<file path="config.mk">
export PLATFORM = sky130hd
export DESIGN_NAME = game_sequencer_flat
export DESIGN_NICKNAME = d
export VERILOG_FILES = /design/src/rtl/game_sequencer_if.sv /design/src/rtl/game_sequencer.sv /design/src/flat_wrapper.sv
export SDC_FILE = /design/constraint.sdc
export NUM_CORES = 1
export LEC_CHECK = 0
export CAP_MARGIN = 20
export CORE_MARGIN = 5
export CORE_UTILIZATION = 40
export DETAILED_ROUTE_END_ITERATION = 8
export PLACE_DENSITY = 0.67
export RECOVER_POWER = 50
export SLEW_MARGIN = 20
export SYNTH_ARGS = -nofsm -noshare
export SYNTH_HDL_FRONTEND = slang
export SYNTH_SLANG_ARGS = --single-unit
</file>
<file path="constraint.sdc">
create_clock -name clk -period 1.9 [get_ports clk]
set_input_delay 0.285 -clock clk [delete_from_list [all_inputs] [get_ports clk]]
set_output_delay 0.285 -clock clk [all_outputs]
set_load 0.02 [all_outputs]
</file>
<file path="src/rtl/game_sequencer_if.sv">
// game_sequencer_if: groups every game-flow signal between the sequencer
// and its surroundings (buttons, VGA frame strobe, snake/apple datapath, renderer).
//   master modport: the sequencer (consumes i_*, drives o_*)
//   slave modport : the environment (drives i_*, consumes o_*)
interface game_sequencer_if;
    logic       i_start;        // start/restart button, debounced level
    logic       i_pause;        // pause toggle button, debounced level
    logic       i_frame;        // one-cycle pulse per VGA frame
    logic       i_apple_ready;  // apple placement valid
    logic       i_tick_ack;     // snake consumed the tick
    logic       i_failure;      // snake failure pulse
    logic       i_success;      // snake success pulse
    logic       i_eat;          // apple eaten pulse
    logic       o_tick;         // tick request, held until acknowledged
    logic       o_tick_lost;    // tick expired while previous still pending
    logic       o_game_rst;     // one-cycle soft reset for snake/apple
    logic [2:0] o_state;        // IDLE=0 RUN=1 PAUSE=2 OVER=3 WIN=4
    logic [7:0] o_score;        // apples eaten, saturating
    logic [5:0] o_level;        // speed level

    modport master (
        input  i_start, i_pause, i_frame, i_apple_ready, i_tick_ack,
               i_failure, i_success, i_eat,
        output o_tick, o_tick_lost, o_game_rst, o_state, o_score, o_level
    );

    modport slave (
        output i_start, i_pause, i_frame, i_apple_ready, i_tick_ack,
               i_failure, i_success, i_eat,
        input  o_tick, o_tick_lost, o_game_rst, o_state, o_score, o_level
    );
endinterface

</file>
<file path="src/rtl/game_sequencer.sv">
// game_sequencer: game-flow controller. Runs the title/run/pause/over/win
// state machine, issues the one-cycle datapath soft reset on (re)start,
// schedules snake movement ticks from the VGA frame strobe and tracks
// score and speed level (each level shortens the tick period by one frame).
// Ports:
//   clk  - system clock
//   rst  - asynchronous active-high reset
//   bus  - game_sequencer_if.master (buttons, frame strobe, snake handshake,
//          state/score/level outputs); all outputs are registered.
module game_sequencer #(
    parameter int unsigned START_FRAMES     = 12,
    parameter int unsigned MIN_FRAMES       = 3,
    parameter int unsigned APPLES_PER_LEVEL = 4
) (
    input logic              clk,
    input logic              rst,
    game_sequencer_if.master bus
);

    typedef enum logic [2:0] {
        StIdle  = 3'd0,
        StRun   = 3'd1,
        StPause = 3'd2,
        StOver  = 3'd3,
        StWin   = 3'd4
    } state_e;

    localparam logic [5:0] StartCnt = 6'(START_FRAMES);
    localparam logic [5:0] MinCnt   = 6'(MIN_FRAMES);
    localparam logic [3:0] AplLast  = 4'(APPLES_PER_LEVEL - 1);

    state_e     state_q;
    logic       start_prev_q;
    logic       pause_prev_q;
    logic [5:0] frame_cnt_q;
    logic [5:0] period_q;
    logic [3:0] apple_cnt_q;
    logic [7:0] score_q;
    logic [5:0] level_q;
    logic       tick_q;
    logic       tick_lost_q;
    logic       game_rst_q;

    logic start_edge;
    logic pause_edge;
    logic expire;

    // Previous samples reset to 1 so a button held through reset does not fire.
    assign start_edge = bus.i_start & ~start_prev_q;
    assign pause_edge = bus.i_pause & ~pause_prev_q;
    assign expire     = bus.i_frame && (frame_cnt_q == 6'd1);

    always_ff @(posedge clk or posedge rst) begin
        if (rst) begin
            state_q      <= StIdle;
            start_prev_q <= 1'b1;
            pause_prev_q <= 1'b1;
            frame_cnt_q  <= StartCnt;
            period_q     <= StartCnt;
            apple_cnt_q  <= 4'd0;
            score_q      <= 8'd0;
            level_q      <= 6'd0;
            tick_q       <= 1'b0;
            tick_lost_q  <= 1'b0;
            game_rst_q   <= 1'b0;
        end else begin
            start_prev_q <= bus.i_start;
            pause_prev_q <= bus.i_pause;
            game_rst_q   <= 1'b0;
            tick_lost_q  <= 1'b0;

            unique case (state_q)
                StIdle, StOver, StWin: begin
                    if (start_edge) begin
                        state_q     <= StRun;
                        game_rst_q  <= 1'b1;
                        score_q     <= 8'd0;
                        level_q     <= 6'd0;
                        apple_cnt_q <= 4'd0;
                        period_q    <= StartCnt;
                        frame_cnt_q <= StartCnt;
                        tick_q      <= 1'b0;
                    end
                end

                StRun: begin
                    // Reload uses the registered period, so a speed-up from an
                    // apple eaten this cycle only applies to the following reload.
                    if (bus.i_frame) begin
                        frame_cnt_q <= expire ? period_q : frame_cnt_q - 6'd1;
                    end

                    if (expire && tick_q) begin
                        tick_lost_q <= 1'b1;
                    end

                    // Ack wins the level even when an expiry coincides with it.
                    if (tick_q) begin
                        tick_q <= ~bus.i_tick_ack;
                    end else if (expire && bus.i_apple_ready) begin
                        tick_q <= 1'b1;
                    end

                    if (bus.i_eat) begin
                        if (score_q != 8'hff) begin
                            score_q <= score_q + 8'd1;
                        end
                        if (apple_cnt_q == AplLast) begin
                            apple_cnt_q <= 4'd0;
                            if (period_q > MinCnt) begin
                                period_q <= period_q - 6'd1;
                                level_q  <= level_q + 6'd1;
                            end
                        end else begin
                            apple_cnt_q <= apple_cnt_q + 4'd1;
                        end
                    end

                    // Leaving RUN discards any pending tick request.
                    if (bus.i_failure) begin
                        state_q <= StOver;
                        tick_q  <= 1'b0;
                    end else if (bus.i_success) begin
                        state_q <= StWin;
                        tick_q  <= 1'b0;
                    end else if (pause_edge) begin
                        state_q <= StPause;
                        tick_q  <= 1'b0;
                    end
                end

                StPause: begin
                    if (pause_edge) begin
                        state_q <= StRun;
                    end
                end

                default: state_q <= StIdle;
            endcase
        end
    end

    assign bus.o_tick      = tick_q;
    assign bus.o_tick_lost = tick_lost_q;
    assign bus.o_game_rst  = game_rst_q;
    assign bus.o_state     = state_q;
    assign bus.o_score     = score_q;
    assign bus.o_level     = level_q;

endmodule

</file>
<file path="src/flat_wrapper.sv">
// flat-port wrapper written by rule: the top's interface ports become plain ports
module game_sequencer_flat 
#(
    parameter int unsigned START_FRAMES     = 12,
    parameter int unsigned MIN_FRAMES       = 3,
    parameter int unsigned APPLES_PER_LEVEL = 4
)
  (clk, rst, bus_i_start, bus_i_pause, bus_i_frame, bus_i_apple_ready, bus_i_tick_ack, bus_i_failure, bus_i_success, bus_i_eat, bus_o_tick, bus_o_tick_lost, bus_o_game_rst, bus_o_state, bus_o_score, bus_o_level);
  game_sequencer_if bus_i ();
  input logic clk;
  input logic rst;
  input wire logic [$bits(bus_i.i_start)-1:0] bus_i_start;
  input wire logic [$bits(bus_i.i_pause)-1:0] bus_i_pause;
  input wire logic [$bits(bus_i.i_frame)-1:0] bus_i_frame;
  input wire logic [$bits(bus_i.i_apple_ready)-1:0] bus_i_apple_ready;
  input wire logic [$bits(bus_i.i_tick_ack)-1:0] bus_i_tick_ack;
  input wire logic [$bits(bus_i.i_failure)-1:0] bus_i_failure;
  input wire logic [$bits(bus_i.i_success)-1:0] bus_i_success;
  input wire logic [$bits(bus_i.i_eat)-1:0] bus_i_eat;
  output wire logic [$bits(bus_i.o_tick)-1:0] bus_o_tick;
  output wire logic [$bits(bus_i.o_tick_lost)-1:0] bus_o_tick_lost;
  output wire logic [$bits(bus_i.o_game_rst)-1:0] bus_o_game_rst;
  output wire logic [$bits(bus_i.o_state)-1:0] bus_o_state;
  output wire logic [$bits(bus_i.o_score)-1:0] bus_o_score;
  output wire logic [$bits(bus_i.o_level)-1:0] bus_o_level;
  assign bus_i.i_start = bus_i_start;
  assign bus_i.i_pause = bus_i_pause;
  assign bus_i.i_frame = bus_i_frame;
  assign bus_i.i_apple_ready = bus_i_apple_ready;
  assign bus_i.i_tick_ack = bus_i_tick_ack;
  assign bus_i.i_failure = bus_i_failure;
  assign bus_i.i_success = bus_i_success;
  assign bus_i.i_eat = bus_i_eat;
  assign bus_o_tick = bus_i.o_tick;
  assign bus_o_tick_lost = bus_i.o_tick_lost;
  assign bus_o_game_rst = bus_i.o_game_rst;
  assign bus_o_state = bus_i.o_state;
  assign bus_o_score = bus_i.o_score;
  assign bus_o_level = bus_i.o_level;
  game_sequencer #(.START_FRAMES(START_FRAMES), .MIN_FRAMES(MIN_FRAMES), .APPLES_PER_LEVEL(APPLES_PER_LEVEL)) u_core (.clk(clk), .rst(rst), .bus(bus_i));
endmodule
</file>
==> Word level (Yosys, flattened, before mapping) <==
Index checks and enable logic that the tools add are counted.
{ "totals": {"ff_bits": 38, "out_inout_bits": 20, "word_cells": 87} }
{ "op_classes": {"addsub": 5, "order_cmp": 1, "n_eq_ne": 15, "n_mux": 38, "bitwise": 5, "reduce_logical": 12} }
{ "op_table": {"columns": ["cell", "n"], "rows": [
  ["$mux W6", 10],
  ["$pmux W6 S2", 3],
  ["$mux W8", 3],
  ["$pmux W8 S2", 1],
  ["$mux W3", 5],
  ["$mux W4", 3],
  ["$sub A6 B1 Y6 const B", 2],
  ["$mux W1", 10],
  ["$ne A2 B1 Y1 const B", 5],
  ["$pmux W3 S3", 1],
  ["$reduce_and A3 Y1", 3],
  ["$add A8 B1 Y8 const B", 1],
  ["$ne A8 B8 Y1 const B", 1],
  ["$pmux W4 S2", 1],
  ["$add A6 B1 Y6 const B", 1],
  ["$eq A3 B2 Y1 const B", 2],
  ["$eq A6 B1 Y1 const B", 1],
  ["$gt A6 B2 Y1 const B", 1],
  ["$reduce_and A5 Y1", 1],
  ["$add A4 B1 Y4 const B", 1],
  ["$eq A4 B2 Y1 const B", 1],
  ["$ne A2 B2 Y1 const B", 2],
  ["$ne A4 B3 Y1 const B", 1],
  ["$reduce_and A4 Y1", 1],
  ["10 further kinds", 15]
]} }

==> Longest topological paths before layout <==
{ "depth": {"word_depth": 9, "depth_mapped": 7} }

==> Worst setup path after synthesis <==
Ideal clock, no wire load.
{ "synth_timing": {"path_kind": "flip-flop to flip-flop", "startpoint": "register u_core.state_q[1] (netlist: u_core.bus.o_state[1])", "endpoint": "register u_core.level_q[0] (netlist: u_core.bus.o_level[0])", "setup_ns": 0.118, "arrival_ns": 1.870, "slack_ns": -0.088, "stages_incl_launch_ff": 8, "path_buffers": 3, "cell_sequence": "dfrtp_1 -> buf_2 -> or3b_2 -> buf_2 -> a21oi_2 -> buf_4 -> nor4_1 -> a21o_1"} }
{ "synth_between": {"elab_chain_cells": 4, "elab_cells_between_ends": 12, "classes_between": "eq/ne: 7; mux: 1; reduce/logical: 4"} }
{ "synth_rtl": {"columns": ["element", "line", "text"], "rows": [
  ["from (decl)", "game_sequencer.sv:32", "state_e state_q;"],
  ["from (signal assigned)", "game_sequencer.sv:55", "state_q <= StIdle;"],
  ["from (signal assigned)", "game_sequencer.sv:75", "state_q <= StRun;"],
  ["from (signal assigned)", "game_sequencer.sv:121", "state_q <= StOver;"],
  ["$eq A3 B2 Y1 (tied with other cells)", "game_sequencer.sv:72", "unique case (state_q)"],
  ["$reduce_or A3 Y1", "game_sequencer.sv:72", null],
  ["$ne A2 B1 Y1 (no source line) / $reduce_bool A2 Y1 (equally long branches)", null, null],
  ["$reduce_and A5 Y1 (no source line)", null, null],
  ["to (signal assigned)", "game_sequencer.sv:112", "level_q <= level_q + 6'd1;"],
  ["to (decl)", "game_sequencer.sv:39", "logic [5:0] level_q;"]
]} }
Parallel ways exist; a longest one is shown, timed or not.
A chain may end at the register's enable or synchronous reset.

==> Worst setup path after layout <==
{ "layout_timing": {"startpoint": "register u_core.state_q[1] (netlist: u_core.bus.o_state[1])", "endpoint": "register u_core.level_q[3] (netlist: u_core.bus.o_level[3])"} }
The elaborated chain is that of the path after synthesis.

==> results.toml <==
[status]
outcome = "finished, final reports clean"

[timing]
worstMarginPinSlew_ps = 966
holdWs_ps = 484
finalHoldViolCount = 0
finalCritPeriodShare = 0.979
rsz0062_at_grt = "yes"
timing.fmax_ghz = 0.538
finalClockSkew_ps = 7.40
setup_viol = 0
layout_setup_ws_ps = 40.7
slew_headroom = 0.356
finalCriticalPeriod_ps = 1860
slew_viol_final = 0

[cts]
cts_max_level = 2
numCtsBuffers = 5
clk_path_buf_depth = 2
cts_tree = "yes"
worstSkewPairLatency_ps = 290
cts_num_sinks = 38
cts_root_buffer = "clkbuf_8"
clk_transition_reported_paths_ps = 80

[floorplanning]
dieWidth_um = 84.0
dieArea_mm2 = 0.00706
start_util = 0.405
rows = 27
core_mm2 = 0.00541
dieHeight_um = 84.0
boundaryPins = 30

[finish]
diodes = 0
final_cells = 357
seq_area_um2 = 961
area_growth_pct = 32.9
drive_gt1_frac = 0.218
multi_input_area_mm2 = 0.00116
final_nets = 300
final.fill_count = 511

[synth]
ys_warn_count = 0
ys_ff_latch = 38
ys.flop_type = "dfrtp_1"
synthesis.area_mm2 = 0.00219
avgSynthCellArea_um2 = 9.69
synth_edf_count = 0
ys_types = 56
synth_common_cells = "dfrtp_1, nand2_1, a21oi_1"
async_flop_share = 1.00
synth_area_leaders = "dfrtp_1, dfstp_2, o31ai_1, a21oi_1, ha_1"
ys_seq_area_frac = 0.437
syn_inst = 226
yosys.area.top_type_share = 0.366
yosys.area.top_type = "dfrtp_1"
syn_nets = 242
synth.most_common_cell = "dfrtp_1"

[critical_path]
cp_slowest_stage_delay_ps = 520
slowest_stage = "or4_1"
start_kind = "flip-flop"
path_delay_family = "simple AND/OR/NAND/NOR gates"
crit_type = "reg2reg"
crit_chain = "buf_6, and3b_1, a211oi_2, buf_12, or4_1, a21oi_2"
worstPathArrival_ps = 2080
crit_path_end_kind = "flip-flop"
crit_buf_inv = 2
crit_required_ps = 2120
critPathMaxFanout = 14

[job]
maxCapViolCount = 0

[placed_design]
dpl.cell_count = 347
gp_congestion = 0.851
numPortBuffers = 29
dp_hpwl_mm = 3.78
place_ws_ps = -227

[routing]
first_iter_violations = 78
via_count = 2023
route.detailed.drc = 0
drt_wl_total_mm = 5.38
wl_per_cell_um = 15.1
vias_per_cell = 5.67
antenna_left = 0
drtPass1Iterations = 4

[power]
vdd_drop_max_v = 0.000547
power_density_mw_per_mm2 = 1300
leakage_nw = 1.26

[global_routing]
antenna_found_initial = 0
overflow = 0
grt_max_degree = 39
grt_pass1_vias = 2015
grt_use_total = 0.162
grt_pass1_wl_mm = 9.43

[hold_path]
worstHoldPathType = "in2reg"
worst register-to-register path, cell delays in order (launching register included):
cell      delay [ps]
dfrtp_2          470
buf_6            160
and3b_1          200
a211oi_2         120
buf_12           170
or4_1            520
a21oi_2          150
through the flow:
step	TNS, ps	area [um^2]	utilization	power [W]
after floorplan	-14.8	2210	-	0.00233
after global placement	-1290	2770	0.512	0.00304
after detailed placement	-1770	2770	0.512	0.00306
after CTS	0	2880	0.534	0.00376
after global routing	-113	2910	0.539	0.00405
final	0	2910	0.539	0.00378
worst paths after layout:
path	start	to	slack, ps	cells past startpoint
setup / recovery	u_core.bus.o_state[1]	u_core.bus.o_level[3]	40	6
hold / removal	bus_i_start	u_core.start_prev_q	480	1
setup reg to reg	u_core.bus.o_state[1]	u_core.bus.o_level[3]	40	6
hold reg to reg	u_core.frame_cnt_q[5]	u_core.frame_cnt_q[5]	520	1
max in group asynchronous	rst	u_core.bus.o_state[0]	530	3
min in group asynchronous	rst	u_core.bus.o_score[1]	720	3
per-layer routing:
layer	GRT usage	vias to the layer above	routed length, um
li1	-	986	-
met4	0.0541	0	48
met2	0.262	43	2640
met3	0.0415	4	172
met1	0.211	990	2520
met5	0	-	0
report_power, final:
group | total (W) | internal [W] | switching [W] | leakage [nW]
sequential | 0.00125 | 0.00102 | 0.000232 | 0.495
combinational | 0.00186 | 0.000893 | 0.000972 | 0.709
clock | 0.000669 | 0.000367 | 0.000302 | 0.0575
sequential cells by signal (all words and copies together) (netlist names):
name	cells
u_core.apple_cnt_q	4
u_core.bus.o_game_rst	1
u_core.bus.o_level	6
u_core.bus.o_score	8
u_core.bus.o_state	3
u_core.bus.o_tick	1
u_core.bus.o_tick_lost	1
u_core.frame_cnt_q	6
u_core.pause_prev_q	1
u_core.period_q	6
u_core.start_prev_q	1
layout by cell type (no fill, tap or decap), types with 4 or more instances in the layout:
master	n
nand2_1	17
or3_1	4
o31ai_1	11
dfrtp_1	30
nor4_1	6
a21oi_1	14
dfstp_2	6
nor2b_1	4
inv_1	11
ha_1	6
clkbuf_8	8
nand3_1	8
buf_4	29
dlygate4sd3_1	5
nor2_1	6
o21ai_0	13
or4_1	9
clkdlybuf4s50_1	24
nor3_1	9
layout make-up:
cell class | instances | share of cell area
clock buffers | 8 | 0.0378
inverters | 11 | 0.0142
multi-input cells | 167 | 0.400
flip-flops and latches | 38 | 0.330
well taps | 72 | 0.0309
repair buffers | 61 | 0.187
kinds of logic (layout without fill, tap and decap cells):
family                   after synthesis  count (layout)  share of synthesized area
AO/OA/AOI/OAI                         71              71                      0.230
adder cells (fa/ha/maj)                6               6                     0.0343
buffers and inverters                 21              80                     0.0463
flip-flops                            38              38                      0.437
multiplexers                           3               3                     0.0143
AND/OR/NAND/NOR                       87              87                      0.238
timing repair:
item	4_1_cts	5_1_grt
resized for setup	1	4
pin swaps	0	3
endpoints found under the setup margin	1	10
hold buffers	0	0
setup buffers	0	2
No activity file was read; power rests on OpenSTA's default activity.
